File: src/rtl/puf_pkg.sv
// Shared types and constants for the PUF response authentication checker.
package puf_pkg;

    typedef enum logic [1:0] {
        IDLE    = 2'd0,
        COLLECT = 2'd1,
        COMPARE = 2'd2,
        DONE    = 2'd3
    } puf_state_e;

    localparam int PUF_RESP_W  = 8;
    localparam int PUF_TIMEOUT = 64;

    // Ceiling log2. Returns the number of bits needed to index v distinct values.
    function automatic int clog2(input int v);
        int r;
        r = 0;
        while ((1 << r) < v) r++;
        return r;
    endfunction

endpackage

File: src/rtl/puf_popcount.sv
// Combinational population count of a W-bit vector.
module puf_popcount
    import puf_pkg::*;
#(
    parameter int W = PUF_RESP_W
) (
    input  logic [W-1:0]            vec_i,
    output logic [clog2(W+1)-1:0]   count_o
);

    localparam int CW = clog2(W + 1);

    // Sum the set bits one at a time; synthesis folds this into an adder tree.
    always_comb begin
        count_o = '0;
        for (int i = 0; i < W; i++) begin
            count_o = count_o + {{(CW-1){1'b0}}, vec_i[i]};
        end
    end

endmodule

File: config.mk
export PLATFORM = sky130hd
export DESIGN_NAME = puf_popcount
export DESIGN_NICKNAME = d
export VERILOG_FILES = /design/src/rtl/puf_pkg.sv /design/src/rtl/puf_popcount.sv
export SDC_FILE = /design/constraint.sdc
export NUM_CORES = 1
export LEC_CHECK = 0
export ABC_AREA = 0
export CAP_MARGIN = 20
export CELL_PAD_IN_SITES_DETAIL_PLACEMENT = 0
export CELL_PAD_IN_SITES_GLOBAL_PLACEMENT = 1
export CORE_AREA = 3 3 40 42
export DETAILED_ROUTE_END_ITERATION = 10
export DIE_AREA = 0 0 43 45
export DONT_BUFFER_PORTS = 1
export GPL_TIMING_DRIVEN = 0
export PLACE_DENSITY_LB_ADDON = 0.05
export SETUP_SLACK_MARGIN = 0.05
export SYNTH_ARGS = -nofsm -noshare
export SYNTH_HDL_FRONTEND = slang
export SYNTH_SLANG_ARGS = --single-unit
File: constraint.sdc
create_clock -name vclk -period 9.8
set_clock_uncertainty 0.1 [all_clocks]
set_input_delay 1.96 -clock vclk [all_inputs]
set_output_delay 1.96 -clock vclk [all_outputs]
set_load 0.01 [all_outputs]
==> results of run 1 <==
## worst paths after layout
kind,from,end,slack (ps),depth (start not counted)
hold / removal,vec_i[2],count_o[0],3980,1
setup / recovery,vec_i[0],count_o[2],3420,9
## cells by family (layout without fill, tap and decap cells)
family	after synthesis	count (layout)	share of synthesized area
AOI/OAI and AO/OA	1	1	0.02629
xor gates and xnor gates	1	1	0.04606
adders and majority gates	7	7	0.6185
buffers and inverters	14	14	0.2763
and+or+nand+nor	1	1	0.03292
## cell type report
type,count,area [um2]
fill,150,1076
inverter,14,52.55
multi-input combinational,10,137.6
tap,15,18.77
## stage by stage
step / std cells / worst slack (ps) / hold WS, ps
floorplan: 24 / 3502 / 3971
global placement: 39 / 3383 / 3984
detailed placement: 39 / 3377 / 3977
CTS: 39 / 3370 / 3981
global route: 39 / 3283 / 3980
finish: 39 / 3417 / 3979
## power groups by stage
stage               sequential (mW)  clock, mW  combinational, mW
global route                      0          0             0.0255
global placement                  0          0             0.0225
floorplan                         0          0             0.0188
CTS                               0          0             0.0227
detailed placement                0          0             0.0224
finish                            0          0             0.0216
## synth_stat cells
| cell | instances |
|---|---|
| ha_1 | 3 |
| a21oi_1 | 1 |
| nor2b_1 | 1 |
| inv_1 | 14 |
| xnor2_1 | 1 |
| fa_1 | 4 |
## per-layer routing
layer,share of wire,up-vias,GRT usage
li1,-,62,-
met1,0.45,53,0.04106
met2,0.46,8,0.05389
met3,0.091,0,0.003984
met4,0,0,0
met5,0,-,0
==> metrics.md, run 1 <==
| Metric | Value |
|---|---|
| Port bufs | `0` |
| Die area | `1935 um2` |
| Least-Margin Pin Slew | `285.0 ps` |
| Row cnt | `13` |
| Post-CTS Setup Inserts | `0` |
| RSZ-0062 raised after global routing | `false` |
| Status | `finished, final reports clean` |
| Die width | `43 um` |
| Net Sw Frac | `0.6063` |
| Total Routing Usage GR | `0.03000` |
| Cell Area, Synth | `190.2 um2` |
| Int Pwr | `0.008500 mW` |
| CTS resizes | `0` |
| Final antenna-violating net count | `0` |
| Mapped Nets | `39` |
| Gr ovfl total | `0` |
| Startpoint types | `input port` |
| Synthesis-to-layout area growth | `9.868%` |
| Antenna cell count | `0` |
| FF/Latch Area | `0 um2` |
| HP Class | `in -> out` |
| Antenna violations before repair | `0` |
| First-pass iteration count of the detailed router | `2` |
| Layout cells sized above 1 | `0` |
| Post-route DRC violation count | `0` |
| Routability congestion estimate | `0.5831` |
| Sw power | `0.01309 mW` |
| NumNets Final | `41` |
| Crit-path slowest cell | `fa_1` |
| Vias/cell | `3.154` |
| Design area | `209.0 um2` |
| Clock buf count | `0` |
| Fmax | `156.7 MHz` |
| Seq_cells | `0` |
| WP buf/inv | `3` |
| Post-Syn Area per Cell | `7.924 um2` |
| Slew Limit Fails | `0` |
| Iter 0 DRT Violations | `1` |
| Most used cell, CP | `fa_1` |
| Power share of the clock group | `0` |
| Routed WL per cell | `7.590 um` |
| Largest net degree at the start of global routing | `3` |
| Max stage delay on crit path | `540 ps` |
| DR vias | `123` |
| Vias in the first global route | `108` |
| Final WL | `296 um` |
| Max_cap viols | `0` |
| Die height | `45 um` |
| Setup TNS | `0 ps` |
| Most frequent cells in the layout | `inv_1 (14), fa_1 (4), ha_1 (3)` |
| DP HPWL | `305.8 um` |
| Final period util | `0.6514` |
| Minimum clock period | `6383 ps` |
| Worst Path Max Fanout | `2` |
| Area leader, netlist | `fa_1` |
| Final setup viols | `0` |
| Final Hold Fails | `0` |
| Mapped Cells | `24` |
| Critical Path RT | `7740 ps` |
| First-pass GRT wire length | `462 um` |
| Crit path capture type | `primary output` |
| Distinct cell type count after synthesis | `6` |
| Final Util | `0.1626` |
| Top Family by Delay on Critical Path | `adder cells` |
| Ranking of synthesized cells by area | `fa_1 (42%), inv_1 (28%), ha_1 (20%)` |
| Starting Density | `0.1480` |
| Combinational fraction of design power | `1.000` |
| Synth warn | `0` |
| Placed Area | `209.0 um2` |
| PD cells | `103.3 nW/um2` |
| WP data arrival | `4320 ps` |
| Core region area | `1285 um2` |
| Crit path cell chain | `inv_1 -> fa_1 -> fa_1 -> fa_1 -> inv_1 -> ha_1 -> inv_1 -> fa_1 -> xnor2_1` |
| Seq/Total Area, Yosys | `0` |
| Max rail drop VDD | `0.02015 mV` |
| Total power | `0.02159 mW` |
| Worst Setup Path Type | `in -> out` |
| Hold Buf Count CTS | `0` |
| Slew margin rel. | `0.8086` |
| Share of the synthesized area in the top cell type | `0.4211` |
| Reg power frac | `0` |
| I/O pin count | `12` |
| Lkg Pwr | `0.1290 nW` |
| Most common cell after layout, fill and taps aside | `inv_1` |
No activity file was read; power rests on OpenSTA's default activity.
==> run 2: changes to the inputs <==
==> constraint.sdc (replaced) <==
create_clock -name vclk -period 6.5
set_clock_uncertainty 0.1 [all_clocks]
set_input_delay 1.3 -clock vclk [all_inputs]
set_output_delay 1.3 -clock vclk [all_outputs]
set_load 0.01 [all_outputs]
==> results of run 2 <==
Same layout as run 1 (identical final DEF). Status: finished, final reports clean.
Among the figures that moved: setup slack after placement 3377 ps -> 1397 ps; setup slack after layout 3417 ps -> 1437 ps; hold slack 3979 ps -> 2659 ps; total power 0.02159 mW -> 0.03255 mW; worst IR drop on VDD 0.02015 mV -> 0.03038 mV
